===== config.mk =====
export PLATFORM = sky130hd
export DESIGN_NAME = pwm_gen
export DESIGN_NICKNAME = d
export VERILOG_FILES = /design/src/rtl/pwm_pkg.sv /design/src/rtl/rise_det.sv /design/src/rtl/pwm_gen.sv
export SDC_FILE = /design/constraint.sdc
export NUM_CORES = 1
export LEC_CHECK = 0
export ABC_CLOCK_PERIOD_IN_PS = 1800
export BUFFER_PORTS_ARGS = -buffer_cell sky130_fd_sc_hd__buf_4
export CORE_UTILIZATION = 35
export DETAILED_ROUTE_END_ITERATION = 10
export MAX_ROUTING_LAYER = met4
export PLACE_DENSITY_LB_ADDON = 0.05
export SLEW_MARGIN = 20
export SYNTH_ARGS = -nofsm -noshare
export SYNTH_HDL_FRONTEND = slang
export SYNTH_SLANG_ARGS = --single-unit
export TNS_END_PERCENT = 5

===== constraint.sdc =====
create_clock -name clk -period 1.8 [get_ports clk]
set_input_delay 0.27 -clock clk [delete_from_list [all_inputs] [get_ports clk]]
set_output_delay 0.27 -clock clk [all_outputs]
set_load 0.03 [all_outputs]

===== src/rtl/pwm_pkg.sv =====
// rtl/pwm_pkg.sv - shared constants and helpers for the PWM stage
package pwm_pkg;

    localparam int PWM_PERIOD_DEFAULT = 100;
    // Half-period count of the 50 kHz step divider feeding this stage
    localparam int STEP_HALF_COUNT = 999;

    function automatic int duty_width(input int period);
        return $clog2(period + 1);
    endfunction

endpackage


===== src/rtl/rise_det.sv =====
// rtl/rise_det.sv - 1-bit rising-edge detector, delay register resets high
module rise_det (
    input  logic clk,
    input  logic rst,
    input  logic d,
    output logic rise
);

    logic d_q;

    // Resetting high hides an input that is already high when reset releases
    always_ff @(posedge clk) begin
        if (rst) begin
            d_q <= 1'b1;
        end else begin
            d_q <= d;
        end
    end

    assign rise = d & ~d_q;

endmodule


===== src/rtl/pwm_gen.sv =====
// rtl/pwm_gen.sv - PWM generator stepped by divider rising edges, double-buffered duty
module pwm_gen
    import pwm_pkg::*;
#(
    parameter int PERIOD = PWM_PERIOD_DEFAULT,
    parameter int DW     = duty_width(PERIOD)
) (
    input  logic          clk,
    input  logic          rst,
    input  logic          tick_in,
    input  logic          en,
    input  logic [DW-1:0] duty,
    input  logic          duty_wr,
    output logic          duty_busy,
    output logic          period_start,
    output logic          pwm_out
);

    localparam logic [DW-1:0] LAST = DW'(PERIOD - 1);

    logic          step;
    logic          wrap;
    logic          load;
    logic          pending;
    logic [DW-1:0] cnt;
    logic [DW-1:0] shadow;
    logic [DW-1:0] duty_act;

    rise_det u_step (
        .clk  (clk),
        .rst  (rst),
        .d    (tick_in),
        .rise (step)
    );

    assign wrap = en & step & (cnt == LAST);
    // A disabled stage has no period to protect, so a pending duty applies at once
    assign load = pending & (wrap | ~en);

    always_ff @(posedge clk) begin
        if (rst) begin
            cnt          <= '0;
            shadow       <= '0;
            duty_act     <= '0;
            pending      <= 1'b0;
            period_start <= 1'b0;
            pwm_out      <= 1'b0;
        end else begin
            if (!en) begin
                cnt <= '0;
            end else if (step) begin
                cnt <= wrap ? '0 : cnt + DW'(1);
            end

            if (duty_wr) begin
                shadow <= duty;
            end

            // A write in a load cycle keeps the new value pending for the next boundary
            if (duty_wr) begin
                pending <= 1'b1;
            end else if (load) begin
                pending <= 1'b0;
            end

            if (load) begin
                duty_act <= shadow;
            end

            period_start <= wrap;
            pwm_out      <= en & (cnt < duty_act);
        end
    end

    assign duty_busy = pending;

endmodule


### After elaboration in Yosys (flattened, before gate mapping)

Index checks and enable logic that the tools add are counted.

* register bits: 25
* word-level logic and storage cells: 23
* input bits: 12

* reduce and logical (&&, ||, !) cells: 2
* add/subtract/negate cells: 1
* bitwise gates (word level): 8
* eq/ne operators: 1
* mux-type cells: 3
* $lt $le $gt $ge: 1

Operators by type and width (number)
* 7-bit by 1-bit adder with 7-bit output, second input constant: 1
* 7-bit == test, second input constant: 1
* 7-bit < comparator: 1
* 7-bit 2-to-1 mux: 1
* 1-bit bitwise AND: 5
* 1-bit 2-to-1 mux: 2
* 1-bit NOT: 2
* 2-bit nonzero test: 1
* 2-bit OR reduction: 1
* 1-bit OR: 1

### Logic depth before layout (Yosys ltp)

Gate-level depths: netlist of run 1.

* word-level depth: 8
* depth in mapped cells: 5

### Cells and area by module

From an unflattened synthesis of run 1, not the netlist that was laid out.

* cells, all modules: 118
* area total of the unflattened synthesis: 1143.6 um2

By module, submodules not included
* pwm_gen: cells each 115, area each 1111.1 um2, instances 1
* rise_det: cells each 3, area each 32.5 um2, instances 1

### Worst setup path before layout of run 1

OpenSTA, ideal clock, no wires.

* path type: register to register
* start point: reg cnt[0]
* end point: reg pending (netlist: duty_busy)
* library setup time: 0.138 ns
* required time: 1.662 ns
* stages on the path, launching flop included: 6
* arrival: 1.258 ns
* setup slack: 0.404 ns
* cell sequence: dfxtp_1 -> ha_1 -> nand3b_1 -> clkbuf_8 -> o31ai_1 -> o22ai_1

* longest elaborated chain between the ends: 5

Ends and longest elaborated chain
* from (decl): RTL line pwm_gen.sv:25 `logic [DW-1:0] cnt;`
* from (signal assigned): RTL line pwm_gen.sv:52 `cnt <= wrap ? '0 : cnt + DW'(1);`
* 7-bit == test: RTL line pwm_gen.sv:36 `assign wrap = en & step & (cnt == LAST);`
* 1-bit bitwise AND: RTL line pwm_gen.sv:36
* 1-bit OR: RTL line pwm_gen.sv:38 `assign load = pending & (wrap | ~en);`
* 1-bit bitwise AND: RTL line pwm_gen.sv:38
* 2-bit nonzero test (no source line)
* to (signal assigned): RTL line pwm_gen.sv:45 `pending <= 1'b0;`
* to (signal assigned): RTL line pwm_gen.sv:61 `pending <= 1'b1;`
* to (signal assigned): RTL line pwm_gen.sv:63 `pending <= 1'b0;`
* to (decl): RTL line pwm_gen.sv:24 `logic pending;`

No other way between the ends.
A chain may end at the register's enable or synchronous reset.

### Worst setup path in the final report of run 1

* start point: reg cnt[0]
* end point: reg duty_act[1]

* longest elaborated chain between the ends: 4

Ends and longest elaborated chain
* 7-bit == test: RTL line pwm_gen.sv:36
* 1-bit bitwise AND: RTL line pwm_gen.sv:36
* 1-bit OR: RTL line pwm_gen.sv:38
* 1-bit bitwise AND: RTL line pwm_gen.sv:38
* to (signal assigned): RTL line pwm_gen.sv:67 `duty_act <= shadow;`
* to (decl): RTL line pwm_gen.sv:27 `logic [DW-1:0] duty_act;`

No other way between the ends.

==> results.md, run 1 <==
- Run status: finished, final reports clean
- Period utilization: 89.99%
- Post-Route Setup TNS: 0 ns
- RSZ-0062 raised after global routing: false
- Post-synth top area share: 35.24%
- Mapped Nets: 171
- Sequential-to-total area share from yosys stat: 35.24%
- Comb power frac: 11.0%
- Setup Skew: 0.004769 ns
- Critical path arrival: 1.77 ns
- Post-Syn Area: 0.001420 mm^2
- Global-route wire length before repair: 5133 um
- Die ar.: 0.004316 mm^2
- Wirelength per Cell: 14.32 um
- Final ANT Viol Nets: 0
- CP Max Fanout: 7
- P_int: 0.7867 mW
- Fin util: 41.64%
- Die X: 65.70 um
- Gp weighted congestion: 0.7568
- LEAKAGE: 0.5936 nW
- Clk Tree Root Cell: clkbuf_8
- Fin nets: 185
- Max Cap Violations: 0
- Highest clock rate: 0.6174 GHz
- Core area: 0.003771 mm^2
- Endpoints failing setup: 0
- Sw frac: 25.13%
- Total global routing overflow: 0
- Slew @ Worst Pin: 0.3794 ns
- Largest net degree at the start of global routing: 27
- DRC errors left: 0
- Synth cell types: 34
- Max-slew headroom: 74.67%
- Synthesized area per cell: 9.343 um^2
- CTS Buf Count: 3
- GR Util All Layers: 16.27%
- Reg power frac: 56.1%
- Routed vias/inst: 5.362
- Post-Syn Instances: 152
- CP Capture Type: flip-flop
- CP Class: reg2reg
- YS warnings: 0
- Die Y: 65.70 um
- Main flop type after synthesis: dfxtp_1
- CTS H-tree lvls: 1
- Area grow syn2layout: 10.57%
- Setup Fix Bufs, Post-CTS: 0
- CTS Buffer Depth: 2
- Vias in the first global route: 1047
- Initial Util: 37.66%
- Clk sink count: 25
- Initial antenna violation count: 0
- Clock Power Share: 33.0%
- Net Switching: 0.2641 mW
- IO buf count: 14
- Area contributors post-synth: dfxtp_1, ha_1, mux2i_1
- # diodes: 0
- Worst-Skew Late Latency: 0.27 ns
- Hold WC Path Type: in2reg
- CTS tree: yes
- Ys async rst share: 0%
- CP Data Required Time: 1.95 ns
- Fill cell count: 373
- Power Density: 669.2 mW/mm^2
- Final wirelength: 3051 um
- WHS Path Cells: 2
- Synthesized flop and latch total: 25
- Drt pass-1 iters: 4
- Clock-pin slew on the worst setup and hold paths: 0.09 ns
- Maximum vdd drop: 0.0003041 V
- Final min period: 1.620 ns
- Num ports: 15
- Synth area leader: dfxtp_1
- Site row count: 22
- Vias: 1142
- Number of synthesized flops with an enable pin: 0
- Cell depth of the worst flop-to-flop path: 5
- Critical path startpoint category: flip-flop
- Post-DP HPWL: 2271 um
- Final Max Tran Viols: 0
- Final hold vios: 0
- Initial DRC Count: 42
- Share of post-route cells with drive strength above 1: 21.21%
- Tot Pwr: 1.051 mW
==> metrics by stage <==
step           cell area (um^2)  hold WS (ns)  cells  setup WS, ns
6_report                   1570        0.2183    213        0.1802
5_1_grt                    1570        0.2119    213       0.07421
4_1_cts                    1565        0.2143    213        0.1112
3_5_place_dp               1516        0.5019    209        0.1220
3_3_place_gp               1516        0.4959    209        0.2096
2_1_floorplan              1420        0.3738    152        0.4041
==> worst max-delay path, stage by stage, from the launching register on <==
cell,delay [ns]
dfxtp_1,0.40
ha_1,0.20
nand3b_1,0.21
buf_4,0.24
o31ai_1,0.28
o221ai_1,0.17
==> area by class of cell <==
type,instances,area [um^2],share of cell area (%)
Multi-Input combinational cell,109,792.0,50.44
Timing Repair Buffer,18,135.1,8.606
Inverter,9,33.78,2.151
Tap cell,48,60.06,3.825
Sequential cell,25,500.5,31.87
Clock inverter,1,7.507,0.4781
Clock buffer,3,41.29,2.629
==> final timing paths <==
path | start | end | slack (ns)
min reg2reg | shadow[5]$_SDFFE_PP0P_ | shadow[5]$_SDFFE_PP0P_ | 0.53
max reg2reg | cnt[0]$_SDFFE_PP0N_ | duty_act[1]$_SDFFE_PP0P_ | 0.18
min | tick_in | u_step.d_q$_SDFF_PP1_ | 0.22
max | cnt[0]$_SDFFE_PP0N_ | duty_act[1]$_SDFFE_PP0P_ | 0.18
==> cells in the final DEF (no fill, tap or decap), types with 2 or more instances in the layout <==
master,n
dfxtp_1,25
buf_4,18
nand2_1,17
nor2_1,10
inv_1,9
mux2i_1,8
o31ai_1,8
a2bb2oi_1,7
and3b_2,7
o221ai_1,7
a21oi_1,7
ha_1,7
o21ai_0,5
nand3_1,3
or3_1,3
clkbuf_8,3
nand2b_1,2
o211ai_1,2
==> kinds of logic after synthesis <==
group,share of synthesized area [%]
simple gates,23.09
compound gates,20.53
flops,35.24
buf+inv,9.339
mux,5.639
fa+ha+maj,6.167
==> what timing repair did <==
item                       in CTS  in global routing
resized for setup               0                  1
hold buffers                    0                  0
setup endpoints to repair       0                  1
==> power by group through the flow <==
stage                     Combinational [mW]  Clock [mW]  Sequential, mW
after floorplan                       0.0777           0           0.601
after global placement                 0.113           0           0.602
after detailed placement               0.116           0           0.603
after CTS                              0.116       0.366           0.589
after global routing                   0.126       0.391           0.593
final                                  0.115       0.346           0.589
==> per-layer routing <==
| metal | GRT usage, % | up-vias | routed length (um) |
|---|---|---|---|
| met5 | - | - | 0 |
| met2 | 21.94 | 17 | 1308 |
| met1 | 23.34 | 540 | 1613 |
| li1 | - | 580 | - |
| met4 | 7.337 | 0 | 53 |
| met3 | 2.604 | 5 | 76 |
==> flip-flops by register name, summed over array words and instances, names as in the netlist <==
register	flops
u_step.d_q	1
shadow	7
cnt	7
duty_act	7
period_start	1
duty_busy	1
pwm_out	1
==> synthesized netlist by cell type, types with 7 or more instances <==
cell type,n
a21oi_1,7
inv_1,9
and3b_2,7
o31ai_1,8
ha_1,7
a2bb2oi_1,7
nor2_1,10
mux2i_1,8
nand2_1,17
o221ai_1,7
dfxtp_1,25
Note: power is estimated with default switching activity, not from simulation.
==> run 2, diff against run 1 <==
--- a/config.mk
+++ b/config.mk
@@ -6,11 +6,12 @@
 export NUM_CORES = 1
 export LEC_CHECK = 0
 export ABC_CLOCK_PERIOD_IN_PS = 1800
-export BUFFER_PORTS_ARGS = -buffer_cell sky130_fd_sc_hd__buf_4
+export BUFFER_PORTS_ARGS = -buffer_cell sky130_fd_sc_hd__buf_2
 export CORE_UTILIZATION = 35
 export DETAILED_ROUTE_END_ITERATION = 10
 export MAX_ROUTING_LAYER = met4
 export PLACE_DENSITY_LB_ADDON = 0.05
+export REMOVE_ABC_BUFFERS = 1
 export SLEW_MARGIN = 20
 export SYNTH_ARGS = -nofsm -noshare
 export SYNTH_HDL_FRONTEND = slang
==> run 2 against run 1 <==
Net effect: cell count is 0.47% higher; final area is 1.9% lower; via count hardly changed; clock skew is 0.00077 ns lower; largest cell class unchanged; largest power group unchanged; highest routed layer unchanged.
==> results.md, run 2 (synthesized netlist as in run 1, its figures left out) <==
- Gp weighted congestion: 0.7322
- Core area: 0.003771 mm^2
- Run status: finished, final reports clean
- Worst-Skew Late Latency: 0.27 ns
- Crit-path slowest cell: dfxtp_1
- Hold path endpoint: shadow[1]$_SDFFE_PP0P_
- Max Cap Violations: 0
- CP Capture Type: flip-flop
- Slew @ Worst Pin: 0.5852 ns
- Routed vias/inst: 5.341
- Hold WC Path Type: in2reg
- Initial Util: 37.66%
- WHS Path Cells: 3
- Commonest non-fill, non-tap cell in the layout: dfxtp_1
- Setup Skew: 0.003999 ns
- Initial DRC Count: 73
- Final hold slack: 0.2309 ns
- Critical path arrival: 1.76 ns
- Site row count: 22
- Commonest non-fill, non-tap cells in the layout: dfxtp_1, nand2_1, buf_2, nor2_1, inv_1
- Clock-pin slew on the worst setup and hold paths: 0.09 ns
- CP Max Fanout: 7
- CP cell instances: ha_1, nand3b_1, buf_4, o31ai_1, o221ai_1
- CTS H-tree lvls: 1
- DRC errors left: 0
- Reg2reg end: duty_act[5]$_SDFFE_PP0P_
- Area grow syn2layout: 8.458%
- Dpl ws: 0.1332 ns
- Max-slew headroom: 60.93%
- CTS Buffer Depth: 2
- Largest net degree at the start of global routing: 20
- Total global routing overflow: 0
- Fin nets: 186
- Vias: 1143
- Final wirelength: 2990 um
- Post-DP HPWL: 2235 um
- Highest clock rate: 0.6153 GHz
- CTS Hold Bufs: 0
- Fin util: 40.84%
- Critical path startpoint category: flip-flop
- Final ANT Viol Nets: 0
- Post-route worst setup slack: 0.1747 ns
- Global-route wire length before repair: 5112 um
- Die Y: 65.70 um
- CP Class: reg2reg
- CP Data Required Time: 1.94 ns
- Final Max Tran Viols: 0
- Clk Tree Root Cell: clkbuf_8
- LEAKAGE: 0.5913 nW
- Clk sink count: 25
- Vias in the first global route: 1066
- Initial antenna violation count: 0
- # diodes: 0
- Power Density: 672.9 mW/mm^2
- Slowest stage delay, CP: 0.40 ns
- Period utilization: 90.29%
- Share of post-route cells with drive strength above 1: 21.69%
- Worst Min Path Start: duty[1]
- Die X: 65.70 um
- Maximum vdd drop: 0.0004644 V
- RSZ-0062 raised after global routing: false
- CTS tree: yes
- IO buf count: 14
- Wirelength per Cell: 13.97 um
- Endpoints failing setup: 0
- Drt pass-1 iters: 4
- GR Util All Layers: 15.91%
- Final hold vios: 0
- Die ar.: 0.004316 mm^2
- Post-Route Setup TNS: 0 ns
- Worst R2R Setup Slack: 0.17 ns
- Cell depth of the worst flop-to-flop path: 5
- Final min period: 1.625 ns
- Worst R2R Start: cnt[0]$_SDFFE_PP0N_
- Num ports: 15
- CTS Buf Count: 3
- Top Registers: cnt x7, duty_act x7, shadow x7
[run 2: cell count changes in the layout (fill, tap and decap cells not counted), sizes merged]
cell and delta:
buf +1, clkinvlp -1, clkinv +1
[run 2: final cells by class]
| class | count | area, um^2 |
|---|---|---|
| sequential | 25 | 500.5 |
| clock inverter | 1 | 5.005 |
| clock buffer | 3 | 41.29 |
| multi-input combinational | 109 | 792.0 |
| inverter | 9 | 33.78 |
| fill | 404 | 2231 |
| timing repair buffer | 19 | 107.6 |
| tap | 48 | 60.06 |
[run 2: repair_timing]
item	4_1_cts	5_1_grt
setup endpoints to repair	0	4
setup buffers	0	0
gates resized for setup	0	1
[run 2: layer usage]
metal | GRT usage [%] | share of wire (%) | vias up
li1 | - | - | 581
met1 | 21.47 | 52 | 549
met2 | 23.72 | 45 | 11
met3 | 4.167 | 2.2 | 2
met4 | 3.261 | 0.70 | 0
met5 | - | 0 | -
[run 2: where the power goes]
part / total, mW / internal (mW) / switching [mW]
clock network: 0.337 / 0.155 / 0.182
registers: 0.590 / 0.572 / 0.0175
logic: 0.110 / 0.0516 / 0.0580
total: 1.04 / 0.779 / 0.258
[run 2: per-stage QoR]
stage               area [um^2]  cells  total power [mW]
floorplan                  1321    143            0.6613
global placement           1489    210            0.7113
detailed placement         1489    210            0.7131
CTS                        1535    214             1.058
global route               1540    214             1.095
finish                     1540    214             1.036
[run 2: how the worst max path moves through the flow]
| stage | from | to | slack [ns] | cells past startpoint |
|---|---|---|---|---|
| after global routing | cnt[0]$_SDFFE_PP0N_ | duty_act[1]$_SDFFE_PP0P_ | 0.04 | 5 |
| after detailed placement | cnt[0]$_SDFFE_PP0N_ | duty_act[5]$_SDFFE_PP0P_ | 0.13 | 4 |
| after global placement | cnt[0]$_SDFFE_PP0N_ | duty_act[6]$_SDFFE_PP0P_ | 0.22 | 4 |
| after CTS | cnt[1]$_SDFFE_PP0N_ | duty_act[5]$_SDFFE_PP0P_ | 0.11 | 4 |
| final | cnt[0]$_SDFFE_PP0N_ | duty_act[5]$_SDFFE_PP0P_ | 0.17 | 5 |
| after floorplan | cnt[0]$_SDFFE_PP0N_ | duty_act[0]$_SDFFE_PP0P_ | 0.23 | 4 |
[run 2: worst max-delay path, delay by kind of cell, from the launching register on]
family	cells	cell delay (ns)
AO/OA/AOI/OAI	2	0.45
flip-flops	1	0.40
buffers and inverters	1	0.24
AND/OR/NAND/NOR	1	0.21
adder cells (fa/ha/maj)	1	0.20
==> run 3, diff against run 2 <==
--- a/config.mk
+++ b/config.mk
@@ -5,6 +5,7 @@
 export SDC_FILE = /design/constraint.sdc
 export NUM_CORES = 1
 export LEC_CHECK = 0
+export ABC_AREA = 1
 export ABC_CLOCK_PERIOD_IN_PS = 1800
 export BUFFER_PORTS_ARGS = -buffer_cell sky130_fd_sc_hd__buf_2
 export CORE_UTILIZATION = 35
==> run 3 against run 2 <==
Net effect: clock skew rose by 0.00072 ns; power fell by 5.8%; register-to-register slack improved by 0.28 ns; via count fell by 13%; combinational power rose by 9%; flip-flop and latch count did not move; global-route usage fell by 1.2 points; synthesized area fell by 16%; largest cell class unchanged; highest routed layer unchanged.
==> results.md, run 3 <==
- Endpoints failing setup: 0
- Reg power frac: 60.8%
- CTS Hold Bufs: 0
- Gp weighted congestion: 0.7466
- Clk Tree Root Cell: clkbuf_4
- Sw frac: 27.05%
- CP Max Fanout: 8
- Cell depth of the worst flop-to-flop path: 8
- Wirelength per Cell: 9.876 um
- Ys async rst share: 0%
- Post-Syn Area: 0.001197 mm^2
- Clock Power Share: 26.9%
- Maximum vdd drop: 0.0004937 V
- Run status: finished, final reports clean
- CTS-repair resized insts: 0
- DRC errors left: 0
- Clock-pin slew on the worst setup and hold paths: 0.15 ns
- Mux share of post-synthesis cell area: 0%
- Synthesized area per cell: 7.531 um^2
- Hold WC Path Type: in2reg
- IO buf count: 14
- CP Data Required Time: 1.53 ns
- Final ANT Viol Nets: 0
- CP bufs+invs: 1
- Site row count: 20
- RSZ-0062 raised after global routing: false
- Routed vias/inst: 4.560
- CTS Buf Count: 3
- Crit path depth: 1
- Max-slew headroom: 71.97%
- Final hold vios: 0
- Post-Route Setup TNS: 0 ns
- Top-count cell post-synth: dfxtp_1
- Number of synthesized flops with an enable pin: 0
- Fin nets: 194
- Die ar.: 0.003659 mm^2
- Die X: 60.49 um
- LEAKAGE: 0.5594 nW
- Num ports: 15
- Worst Min Path Start: tick_in
- Share of post-route cells with drive strength above 1: 16.09%
- Power Density: 737.8 mW/mm^2
- Post-synthesis simple-gate area fraction: 25.91%
- Synth cell types: 25
- Core area: 0.003153 mm^2
- Post-synth top area share: 41.80%
- CTS tree: yes
- Commonest non-fill, non-tap cell in the layout: dfxtp_1
- Critical path arrival: 1.09 ns
- Worst R2R Setup Slack: 0.45 ns
- Area contributors post-synth: dfxtp_1, a21oi_1, nand2_1
- Global-route wire length before repair: 3898 um
- Period utilization: 75.62%
- Post-Route M1 WL: 1085 um
- CP cell instances: buf_2
- Vias: 994
- Hold path endpoint: u_step.d_q$_SDFF_PP1_
- Met2 Wirelength: 963 um
- Post-Synth XOR/XNOR Area: 0.7315%
- CTS Buffer Depth: 2
- Area grow syn2layout: 10.45%
- Net Switching: 0.2640 mW
- Critical path startpoint category: flip-flop
- Synth Area in Adders: 7.315%
- Setup Skew: 0.004721 ns
- Post-DP HPWL: 1619 um
- Commonest non-fill, non-tap cells in the layout: dfxtp_1, nand2_1, inv_1, nor2_1, a21oi_1
- Clk sink count: 25
- Main flop type after synthesis: dfxtp_1
- Most frequent cells after synthesis: dfxtp_1, nand2_1, inv_1
- Sequential-to-total area share from yosys stat: 41.80%
- Worst-Skew Late Latency: 0.32 ns
- Initial antenna violation count: 0
- Worst R2R Start: cnt[1]$_SDFFE_PP0N_
- Final min period: 1.361 ns
- YS warnings: 0
- Post-Syn Instances: 159
- CP Class: reg2out
- Largest family of logic cells by synthesized area: simple AND/OR/NAND/NOR gates
- Initial DRC Count: 28
- Max Cap Violations: 0
- WL met3: 85 um
- Setup Fix Bufs, Post-CTS: 0
- Highest clock rate: 0.7347 GHz
- Critical path's top delay family: flip-flops
- Crit-path slowest cell: dfxtp_1
- Die Y: 60.49 um
- Total global routing overflow: 0
- Vias in the first global route: 918
- Final Max Tran Viols: 0
- Initial Util: 37.98%
- Tot Pwr: 0.9758 mW
- CP Capture Type: output pin
- Synthesized flop and latch total: 25
- Largest net degree at the start of global routing: 17
- P_int: 0.7118 mW
- Drt pass-1 iters: 4
- Compound-Gate Fraction of Synth Area: 13.27%
- WHS Path Cells: 3
- # diodes: 0
- CTS H-tree lvls: 1
- Final hold slack: 0.1584 ns
- Slowest stage delay, CP: 0.51 ns
- Final wirelength: 2153 um
- Top Registers: cnt x7, duty_act x7, shadow x7
- Slew @ Worst Pin: 0.4200 ns
- Fin util: 41.94%
- Reg2reg end: duty_busy$_SDFFE_PP0P_
- GR Util All Layers: 14.70%
- Synth area leader: dfxtp_1
- Max Used Layer: met4
- Comb power frac: 12.3%
-- run 3: cell count changes after synthesis, moves of 8 or more --
cell     before  now
inv_1         9   23
o31ai_1       8    0
a21oi_1       7   18
nand3_1       3   11
mux2i_1       8    0
nor2_1       10   19
-- run 3: kinds of logic after synthesis --
logic type                 Yosys count
adders and majority gates            7
AOI/OAI and AO/OA                   30
xor gates and xnor gates             1
and+or+nand+nor                     67
buffers and inverters               29
DFF                                 25
-- run 3: final cells by class --
class / count / area, um^2
repair buffers: 15 / 77.57
well taps: 44 / 55.05
clock inverters: 1 / 7.507
fillers: 370 / 1831
multi-input cells: 105 / 565.5
flip-flops and latches: 25 / 500.5
clock buffers: 3 / 22.52
inverters: 25 / 93.84
-- run 3: tightest hold or removal path, stage by stage --
cell	delay, ns
buf_2	0.09
inv_2	0.05
nand2_1	0.05
-- run 3: per-layer routing --
| layer | up-vias | GRT usage [%] |
|---|---|---|
| met2 | 19 | 23.55 |
| li1 | 541 | - |
| met1 | 432 | 18.35 |
| met3 | 2 | 4.478 |
| met5 | - | - |
| met4 | 0 | 2.922 |
-- run 3: worst max-delay path by stage --
stage                                   to                   start  slack, ns
floorplan           duty_busy$_SDFFE_PP0P_     cnt[1]$_SDFFE_PP0N_       0.59
global placement    duty_busy$_SDFFE_PP0P_     cnt[1]$_SDFFE_PP0N_       0.51
detailed placement  duty_busy$_SDFFE_PP0P_     cnt[1]$_SDFFE_PP0N_       0.46
CTS                              duty_busy  duty_busy$_SDFFE_PP0P_       0.43
global route           cnt[5]$_SDFFE_PP0N_     cnt[1]$_SDFFE_PP0N_       0.32
finish                           duty_busy  duty_busy$_SDFFE_PP0P_       0.44
-- run 3: power groups by stage --
| stage | sequential, mW | clock [mW] | combinational (mW) |
|---|---|---|---|
| after global placement | 0.605 | 0 | 0.120 |
| after global routing | 0.597 | 0.292 | 0.143 |
| after CTS | 0.594 | 0.278 | 0.122 |
| final | 0.593 | 0.263 | 0.120 |
| after floorplan | 0.612 | 0 | 0.0744 |
| after detailed placement | 0.606 | 0 | 0.122 |
-- run 3: stage by stage --
step / area [um^2] / setup WS, ns / cells
global route: 1323 / 0.3225 / 218
floorplan: 1160 / 0.5926 / 155
finish: 1323 / 0.4389 / 218
detailed placement: 1292 / 0.4571 / 214
global placement: 1292 / 0.5079 / 214
CTS: 1323 / 0.4281 / 218
